===== config.mk =====
export PLATFORM = sky130hd
export DESIGN_NAME = te_srsc_pipe
export DESIGN_NICKNAME = d
export VERILOG_FILES = /design/src/rtl/te_srsc_pipe.sv
export SDC_FILE = /design/constraint.sdc
export NUM_CORES = 1
export LEC_CHECK = 0
export CAP_MARGIN = 25
export CORE_MARGIN = 2
export CORE_UTILIZATION = 40
export CTS_BUF_LIST = sky130_fd_sc_hd__clkbuf_8
export DETAILED_ROUTE_END_ITERATION = 12
export SLEW_MARGIN = 10
export SYNTH_ARGS = -nofsm -noshare
export SYNTH_HDL_FRONTEND = slang
export SYNTH_SLANG_ARGS = --single-unit
export TNS_END_PERCENT = 20

===== constraint.sdc =====
create_clock -name clk -period 11.15 [get_ports clk]
set_input_delay 3.345 -clock clk [delete_from_list [all_inputs] [get_ports clk]]
set_output_delay 3.345 -clock clk [all_outputs]
set_load 0.03 [all_outputs]

===== src/rtl/te_srsc_pipe.sv =====
// Transmission estimation and scene recovery for the dehaze datapath.
// Five-stage ready/valid pipeline with a global stall enable and frame-end tagging.
module te_srsc_pipe #(
  parameter int CH      = 3,
  parameter int DATA_W  = 8,
  parameter int INV_W   = 10,
  parameter int OMEGA   = 243,
  parameter int T0      = 26,
  parameter int IMG_PIX = 262144
) (
  input  logic                   clk,
  input  logic                   rst_n,
  input  logic                   in_valid,
  output logic                   in_ready,
  input  logic [CH*DATA_W-1:0]   in_pix,
  input  logic [CH*DATA_W-1:0]   in_filt,
  input  logic [CH*DATA_W-1:0]   in_a,
  input  logic [CH*INV_W-1:0]    in_inv_a,
  input  logic [1:0]             in_mode,
  output logic                   out_valid,
  input  logic                   out_ready,
  output logic [CH*DATA_W-1:0]   out_pix,
  output logic                   out_last
);

  localparam int PW    = CH * DATA_W;
  localparam int MW    = DATA_W + 5;
  localparam int PRW   = DATA_W + INV_W;
  localparam int CNT_W = (IMG_PIX > 1) ? $clog2(IMG_PIX) : 1;
  localparam int TSH   = (DATA_W >= 8) ? DATA_W - 8 : 0;
  localparam int TSR   = (DATA_W < 8) ? 8 - DATA_W : 0;
  localparam logic [INV_W-1:0] RATIO_MAX = '1;
  localparam logic signed [DATA_W+6:0] JMAX = {7'b0, {DATA_W{1'b1}}};

  logic                en;
  logic [3:0]          vld_q, vld_d;
  logic [PW-1:0]       pix_q [4], pix_d [4];
  logic [PW-1:0]       a_q [4], a_d [4];
  logic [1:0]          mode_q [4], mode_d [4];
  logic [DATA_W-1:0]   s1_fmin_q, s1_fmin_d;
  logic [INV_W-1:0]    s1_inva_q, s1_inva_d;
  logic [INV_W-1:0]    s2_ratio_q, s2_ratio_d;
  logic [7:0]          s3_t8_q, s3_t8_d, s3_recip_q, s3_recip_d;
  logic [CH-1:0]       s4_sub_q, s4_sub_d;
  logic [MW-1:0]       s4_m_q [CH], s4_m_d [CH];
  logic [7:0]          s4_t8_q, s4_t8_d;
  logic                out_valid_q, out_valid_d;
  logic [PW-1:0]       out_pix_q, out_pix_d;
  logic [CNT_W-1:0]    cnt_q, cnt_d;

  logic [DATA_W-1:0]   filt_c [CH];
  logic [INV_W-1:0]    inva_c [CH];
  logic [7:0]          recip_rom [256];

  logic [PRW-1:0]      prod2;
  logic [INV_W+7:0]    om_full;
  logic [INV_W:0]      t_full;
  logic [8:0]          t8_raw;
  logic [DATA_W-1:0]   i4, a4, d4;
  logic [DATA_W+7:0]   p4;
  logic [DATA_W-1:0]   i5, a5, t8w;
  logic [DATA_W+7:0]   t8_ext;
  logic signed [DATA_W+6:0] j5;

  assign en        = !out_valid_q || out_ready;
  assign in_ready  = en;
  assign out_valid = out_valid_q;
  assign out_pix   = out_pix_q;
  assign out_last  = out_valid_q && (cnt_q == CNT_W'(IMG_PIX - 1));

  genvar gi;
  generate
    for (gi = 0; gi < CH; gi++) begin : g_unpack
      assign filt_c[gi] = in_filt[(CH-gi)*DATA_W-1 -: DATA_W];
      assign inva_c[gi] = in_inv_a[(CH-gi)*INV_W-1 -: INV_W];
    end
    // Q4.4 reciprocal of t8; saturates where 4096/t8 would not fit in 8 bits.
    for (gi = 0; gi < 256; gi++) begin : g_rom
      localparam int RV = (gi == 0) ? 255 : 4096 / gi;
      assign recip_rom[gi] = (gi < T0) ? 8'd0 : ((RV > 255) ? 8'd255 : 8'(RV));
    end
  endgenerate

  always_comb begin
    vld_d     = {vld_q[2:0], in_valid};
    pix_d[0]  = in_pix;
    a_d[0]    = in_a;
    mode_d[0] = in_mode;
    for (int s = 1; s < 4; s++) begin
      pix_d[s]  = pix_q[s-1];
      a_d[s]    = a_q[s-1];
      mode_d[s] = mode_q[s-1];
    end
  end

  // Strict compare keeps the lowest channel index on ties.
  always_comb begin
    s1_fmin_d = filt_c[0];
    s1_inva_d = inva_c[0];
    for (int c = 1; c < CH; c++) begin
      if (filt_c[c] < s1_fmin_d) begin
        s1_fmin_d = filt_c[c];
        s1_inva_d = inva_c[c];
      end
    end
  end

  always_comb begin
    prod2      = PRW'(s1_fmin_q) * PRW'(s1_inva_q);
    s2_ratio_d = (prod2 > PRW'(RATIO_MAX)) ? RATIO_MAX : INV_W'(prod2);
  end

  always_comb begin
    om_full = (INV_W+8)'(s2_ratio_q) * (INV_W+8)'(OMEGA);
    t_full  = (INV_W+1)'(1 << INV_W) - (INV_W+1)'(om_full >> 8);
    t8_raw  = 9'(t_full >> (INV_W - 8));
    s3_t8_d = (t8_raw > 9'd255) ? 8'd255 : 8'(t8_raw);
    if (s3_t8_d < 8'(T0)) s3_t8_d = 8'(T0);
    s3_recip_d = recip_rom[s3_t8_d];
  end

  always_comb begin
    s4_t8_d  = s3_t8_q;
    s4_sub_d = '0;
    i4 = '0;
    a4 = '0;
    d4 = '0;
    p4 = '0;
    for (int c = 0; c < CH; c++) begin
      i4          = pix_q[2][(CH-c)*DATA_W-1 -: DATA_W];
      a4          = a_q[2][(CH-c)*DATA_W-1 -: DATA_W];
      s4_sub_d[c] = i4 < a4;
      d4          = s4_sub_d[c] ? (a4 - i4) : (i4 - a4);
      p4          = (DATA_W+8)'(d4) * (DATA_W+8)'(s3_recip_q);
      s4_m_d[c]   = MW'(p4 >> 4);
    end
  end

  always_comb begin
    out_valid_d = vld_q[3];
    out_pix_d   = '0;
    t8_ext      = (DATA_W+8)'(s4_t8_q);
    t8w         = DATA_W'((t8_ext << TSH) >> TSR);
    i5 = '0;
    a5 = '0;
    j5 = '0;
    for (int c = 0; c < CH; c++) begin
      i5 = pix_q[3][(CH-c)*DATA_W-1 -: DATA_W];
      a5 = a_q[3][(CH-c)*DATA_W-1 -: DATA_W];
      if (s4_sub_q[c]) j5 = signed'({7'b0, a5}) - signed'({2'b0, s4_m_q[c]});
      else             j5 = signed'({7'b0, a5}) + signed'({2'b0, s4_m_q[c]});
      case (mode_q[3])
        2'd1:    out_pix_d[(CH-c)*DATA_W-1 -: DATA_W] = i5;
        2'd2:    out_pix_d[(CH-c)*DATA_W-1 -: DATA_W] = t8w;
        default: begin
          if (j5[DATA_W+6])  out_pix_d[(CH-c)*DATA_W-1 -: DATA_W] = '0;
          else if (j5 > JMAX) out_pix_d[(CH-c)*DATA_W-1 -: DATA_W] = '1;
          else               out_pix_d[(CH-c)*DATA_W-1 -: DATA_W] = DATA_W'(j5);
        end
      endcase
    end
  end

  always_comb begin
    cnt_d = cnt_q;
    if (out_valid_q && out_ready)
      cnt_d = (cnt_q == CNT_W'(IMG_PIX - 1)) ? '0 : cnt_q + CNT_W'(1);
  end

  always_ff @(posedge clk) begin
    if (!rst_n) begin
      vld_q       <= '0;
      out_valid_q <= 1'b0;
      out_pix_q   <= '0;
      cnt_q       <= '0;
    end else begin
      cnt_q <= cnt_d;
      if (en) begin
        vld_q       <= vld_d;
        pix_q       <= pix_d;
        a_q         <= a_d;
        mode_q      <= mode_d;
        s1_fmin_q   <= s1_fmin_d;
        s1_inva_q   <= s1_inva_d;
        s2_ratio_q  <= s2_ratio_d;
        s3_t8_q     <= s3_t8_d;
        s3_recip_q  <= s3_recip_d;
        s4_sub_q    <= s4_sub_d;
        s4_m_q      <= s4_m_d;
        s4_t8_q     <= s4_t8_d;
        out_valid_q <= out_valid_d;
        out_pix_q   <= out_pix_d;
      end
    end
  end

endmodule


* Yosys cells after proc, flatten, opt, wreduce, memory -nomap -nowiden
Memory sizes are Yosys's and may differ from the RTL's. A register that Yosys moved wholly into a read port is not among the register bits.
Index checks and enable logic that the tools add are counted.
** Word-level totals
- Bits in registers :: 330
- ROM bits :: 2048
- Input port bits :: 108
- Memories :: 1
** Operators by class
- $add $sub $neg :: 14
- $mul :: 5
- Magnitude comparators :: 11
- Eq/ne operators :: 3
- Multiplexer cells :: 22
- Bitwise gates (word level) :: 1
- Reductions and logical operators :: 5
** Memories
- (name not given) :: depth 256, bits a word 8, read ports 1, clocked after Yosys merged registers in 1, write ports 0, RTL line 119 : s3_recip_d = recip_rom[s3_t8_d];
** Operators with widths (count)
- $mux 8 :: 13
- $mul 8x8->16 :: 3
- $pmux 8 s2 :: 3
- $sub 8x8->8 :: 6
- $gt 15x9->1 const B :: 3
- $mux 15 :: 3
- $lt 8x8->1 :: 5
- $add 8x12->13 :: 3
- $sub 8x12->13 :: 3
- $mux 10 :: 2
- $add 18x1->18 const B :: 1
- $eq 18x18->1 const B :: 1
- $gt 18x10->1 const B :: 1
- $mul 10x8->18 const B :: 1
- $mul 8x10->18 :: 1
- $mux 18 :: 1
- $sub 11x10->11 const A :: 1
- $gt 9x8->1 const B :: 1
- $not 8->9 :: 1
- $lt 8x5->1 const B :: 1
- $eq 2x1->1 const B :: 1
- $eq 2x2->1 const B :: 1
- $logic_and 1x1->1 :: 2
- $reduce_and 2->1 :: 1
- other kinds (2) :: 2

* Depth between registers and ports, before layout
Gate-level depths: netlist of run 1.
- Word-level depth :: 7
- Gate-level depth with buffers :: 34

* Worst setup path before layout of run 1
Ideal clock, no wire load.
- Path type :: input to register
- Start :: input port out_ready
- End :: register a_q (netlist bit a4[0]), enable pin
- Arrival time :: 10.665 ns
- Required time :: 10.462 ns
- Setup slack :: -0.203 ns
- Stages :: 4
- Cells stage by stage :: nor2b_1 inv_1 clkbuf_1 and2_1
** Between the ends
- Word-level cells in the longest chain between the ends :: 2
** Ends and longest elaborated chain
- start: declaration :: RTL line 21 : input logic out_ready,
- $logic_or 1x1->1 :: RTL line 65 : assign en = !out_valid_q || out_ready;
- via in_ready :: RTL line 14 : output logic in_ready,
- $reduce_and 2->1 (no source line)
- end signal: assignment :: RTL line 181 : a_q <= a_d;
- end: declaration :: RTL line 38 : logic [PW-1:0] a_q [4], a_d [4];
The timed path passes the listed nets, and every way through them passes these cells.
A chain may end at the register's enable or synchronous reset.

* Worst setup path in the final report of run 1
- Start :: input port out_ready
- End :: output port in_ready
** Between the ends
- Word-level cells in the longest chain between the ends :: 1
** Ends and longest elaborated chain (RTL line)
- $logic_or 1x1->1 :: 65
- end: declaration :: 14
Every way passes these cells.

==> flow_summary.ini, run 1 <==
[synth]
syn_nets = 3288
synth_edf_count = 291
ys.flop_type = edfxtp_1
ys_types = 80
syn_inst = 2683
netlist_top_cells_area = edfxtp_1 (32%), fa_1 (14%), ha_1 (14%)
syn_area_per_cell_um2 = 10.20
netlist_area_um2 = 27360
synthArstFlopShare_pct = 0
post-synth-top-area-cell = edfxtp_1
ys_seq_area_share_pct = 35.38
synth_top_area_share_pct = 31.94
yosys_warnings = 0
ys_ff_latch = 338

[grt]
grt_usage_pct = 17.74
grt_pass1_wl_um = 101800
grt-ovfl-total = 0
grt_start_max_net_pins = 173
grt_pass1_vias = 20230
antenna_found_initial = 1

[placed_design]
gp_congestion = 0.8652
port-buffer-count = 134
dpl.hpwl_um = 47010

[worst_setup_path]
cp.arrival_ns = 5.24
crit_path_start_kind = input port
crit_fanout = 33
worstSetupEndpointType = output port
crit_required_ns = 7.81
crit_type = in -> out

[final_layout]
final_util_pct = 45.89
layout.nets = 3427
area_growth_pct = 13.04
drive_gt1_share_pct = 5.641
final_cell_mix = inv_1 (419), ha_1 (302), edfxtp_1 (291)
final_common_cell = inv_1

[die]
die-height_um = 265.5
fp.dieW_um = 265.5
core.rowCount = 95
initial_utilization_pct = 40.59
core_um2 = 67400
io_pins = 135
die_area_um2 = 70500

[clock_network]
ctsHoldBuffers = 0
cts_buffer_depth = 3
cts_tree = built
clk_pin_slew_ns = 0.06
cts.sinks = 338
clock_latency_ns = 0.69
cts_resized = 0
cts_root_buf = clkbuf_8
cts_made_buffers = 59
postCtsSetupBuffers = 0
h-tree-depth = 2

[drt]
route.top_layer_used = met4
firstDrtPassIters = 6
vias = 19280
met2_length_um = 30780
met3_length_um = 2406
vias_per_cell = 5.148
drtAntennaViolNets = 0
drt_iter0_markers = 1019
routed_wl_um = 61700
drc = 0
wl_per_cell_um = 16.47
met1_length_um = 26660

[timing]
drv_slew = 0
tns_ns = 0
max_freq_ghz = 0.1164
finalHoldViolCount = 0
tightest_slew_ns = 1.010
rsz0062_at_grt = no
slew_headroom_pct = 32.67
post-route-period-util_pct = 77.02
final.setup_skew_ns = 0.06276
finalSetupViolCount = 0
period_needed_ns = 8.588

[worst_hold_path]
min_path_type = reg -> reg

[job]
drv_cap = 0

[outcome]
status = complete, no violations
==> cell usage after synthesis, drive strengths merged (30+ instances only) <==
cell	instances
a21o	36
a21oi	173
and2	122
clkbuf	56
dfxtp	47
edfxtp	291
fa	195
ha	302
inv	408
mux2	33
nand2	252
nand2b	31
nand3	30
nor2	116
nor2b	43
nor3	47
o21ai	118
xnor2	55
xor2	34
==> cells by family after synthesis <==
| group | share of synthesized area, % |
|---|---|
| flip-flops | 35.38 |
| XOR/XNOR | 2.931 |
| adder cells (fa/ha/maj) | 28.08 |
| AO/OA/AOI/OAI | 11.66 |
| multiplexers | 2.383 |
| AND/OR/NAND/NOR | 12.83 |
| buffers and inverters | 6.736 |
==> cell type report <==
type	count	area (µm²)
Fill cell	6254	36470
Clock inverter	52	471.7
Inverter	410	1540
Timing Repair Buffer	150	1475
Multi-Input combinational cell	1863	15850
Antenna cell	1	2.502
Clock buffer	59	812.0
Sequential cell	338	9679
Tap cell	873	1092
==> critical path, cell delays in order <==
cell and delay, ns:
clkdlybuf4s50_1 0.48, nor2b_1 0.05, buf_4 0.19, inv_1 0.06, buf_4 0.35, clkdlybuf4s50_1 0.76
==> final timing paths <==
path | start | end | slack, ns | depth (start not counted)
min reg2reg | pix_d[64] | pix_d[40] | 0.39 | 0
max | out_ready | in_ready | 2.56 | 6
min | pix_d[64] | pix_d[40] | 0.39 | 0
max reg2reg | pix_d[16] | s4_m_q[36] | 2.61 | 29
==> routing by layer <==
layer	vias to the layer above	track usage, %
met5	-	0
met4	0	6.306
met3	104	2.601
met2	421	31.72
met1	9349	21.72
li1	9409	-
==> metrics by stage <==
stage                     cells  setup slack (ns)  instance area [µm²]  hold slack [ns]
after global routing       3746             1.966                30930           0.3881
after floorplan            2683             3.018                27360           0.4003
after detailed placement   3633             2.347                29630           0.4045
after CTS                  3744             2.547                30910           0.3911
final                      3746             2.562                30930           0.3852
after global placement     3632             2.383                29620           0.4032
==> flip-flops by register name, indices dropped and copies added (netlist names), 10 cells and up <==
signal / count
pix_d: 64
s1_inva_q: 10
pix_q: 16
s2_ratio_q: 10
a_q: 16
cnt_q: 18
s4_m_q: 36
out_pix: 24
a_d: 64
Power of run 1 is not shown: default switching activity piles up to over one toggle a cycle in this logic, so the estimate is an artifact.
==> run 2: changes to the inputs <==
Clock period 11.15 ns to 6.95 ns, I/O delays scaled along.
==> run 2 against run 1 <==
The run now ends with setup timing left. First-iteration DRC count grew 4.7%. Critical path depth grew 26. Clock skew grew 0.00073 ns. Register-to-register slack lost 2.6 ns. Non-clock buffer count grew 192. Core utilization grew 2.9 points. Sequential cell count is the same. Sequential share of layout area shrank 1.9 points. Via count grew 5.0%. Wire length grew 4.9%.
==> flow_summary.ini, run 2 (synthesized netlist as in run 1, its figures left out) <==
[die]
fp.dieW_um = 265.5
core_um2 = 67400
die_area_um2 = 70500
core.rowCount = 95
io_pins = 135
die-height_um = 265.5
initial_utilization_pct = 40.59

[placed_design]
port-buffer-count = 134
dp.cells = 3801
place_area_um2 = 30920
dpl.hpwl_um = 49190
gp_congestion = 0.8860

[final_layout]
layout.nets = 3620
final_cell_mix = inv_1 (417), ha_1 (292), edfxtp_1 (291)
final_util_pct = 48.83
area_growth_pct = 20.29
fillers = 6084
fin_cells = 3937
finalInstanceArea_um2 = 32910
drive_gt1_share_pct = 14.20
final_common_cell = inv_1

[worst_setup_path]
crit_path_start_kind = register
critPathMostFrequentCell = a21oi_2
worstSetupEndpointType = register
slowest_delay_ns = 0.61
crit_type = reg -> reg
crit_fanout = 4
cp.arrival_ns = 7.41
r2r_start = pix_d[16]
regToRegSetupSlack_ns = -0.02
r2r_cells = 32
rr_endpoint = s4_m_q[36]
crit_required_ns = 7.39
cp_slowest_cell = fa_1

[clock_network]
cts_tree = built
cts_buffer_depth = 3
cts_root_buf = clkbuf_8
cts.sinks = 338
cts_made_buffers = 60
clock_latency_ns = 0.69
ctsHoldBuffers = 0
clk_pin_slew_ns = 0.06
h-tree-depth = 2

[timing]
drv_slew = 0
setup_slack_ns = -0.02467
finalSetupViolCount = 1
finalHoldViolCount = 0
rsz0062_at_grt = yes
tns_ns = -0.02467
slew_headroom_pct = 35.71
tightest_slew_ns = 0.9643
post-route-period-util_pct = 100.4
max_freq_ghz = 0.1434
period_needed_ns = 6.975
final.setup_skew_ns = 0.06349

[drt]
firstDrtPassIters = 5
vias = 20250
routed_wl_um = 64730
drtAntennaViolNets = 0
drt_iter0_markers = 1067
drc = 0
vias_per_cell = 5.143
wl_per_cell_um = 16.44

[grt]
grt_usage_pct = 18.45
grt_start_max_net_pins = 79
grt_pass1_wl_um = 106100
grt-ovfl-total = 0
grt_pass1_vias = 21340
antenna_found_initial = 1

[worst_hold_path]
hold_depth = 0
worstHoldStart = a_d[64]
min_path_type = reg -> reg
min_to = a_d[40]

[outcome]
violations = setup timing
status = complete, but fails checks

[job]
drv_cap = 0
==> run 2: worst max-delay path: cells and delay by family (launching register included) <==
kind,cells,cell delay [ns]
DFF,1,0.37
and+or+nand+nor,5,0.37
xor gates and xnor gates,2,0.34
AOI/OAI and AO/OA,12,2.07
buffers and inverters,6,0.68
adders and majority gates,7,2.97
==> run 2: metrics by stage <==
step | hold slack (ns) | worst slack [ns]
global route | 0.4099 | -0.3514
floorplan | 0.4003 | -0.4163
CTS | 0.3989 | 0.007830
finish | 0.3976 | -0.02467
global placement | 0.4024 | -0.4027
detailed placement | 0.4045 | -0.5067
==> run 2: layout make-up <==
| type | count | area, µm² | share of cell area [%] |
|---|---|---|---|
| clock inverters | 48 | 427.9 | 1.300 |
| diodes | 1 | 2.502 | 0.007604 |
| clock buffers | 62 | 853.3 | 2.593 |
| inverters | 410 | 1543 | 4.688 |
| flip-flops and latches | 338 | 9679 | 29.41 |
| well taps | 873 | 1092 | 3.319 |
| multi-input cells | 1863 | 16350 | 49.68 |
| repair buffers | 342 | 2964 | 9.007 |
==> run 2: worst max-delay path by stage <==
| stage | start | slack [ns] | to |
|---|---|---|---|
| finish | pix_d[16] | -0.02 | s4_m_q[36] |
| global route | pix_d[16] | -0.35 | s4_m_q[36] |
| CTS | pix_d[16] | 0.008 | s4_m_q[37] |
| detailed placement | pix_d[16] | -0.51 | s4_m_q[37] |
| global placement | pix_d[16] | -0.40 | s4_m_q[37] |
| floorplan | pix_d[16] | -0.42 | s4_m_q[37] |
==> run 2: what timing repair did <==
item                                    CTS  global route
endpoints found under the setup margin   13            23
buffers inserted                          8            17
pin swaps                                30            79
resized for setup                        48            92
==> run 2: routing by layer <==
metal / GRT usage, % / wire (µm) / vias up
met2: 33.49 / 33090 / 439
met3: 2.842 / 2810 / 117
li1: - / - / 9808
met5: 0 / 0 / -
met4: 5.986 / 1702 / 0
met1: 22.29 / 27130 / 9883
Power of run 2 is left out for the same reason.
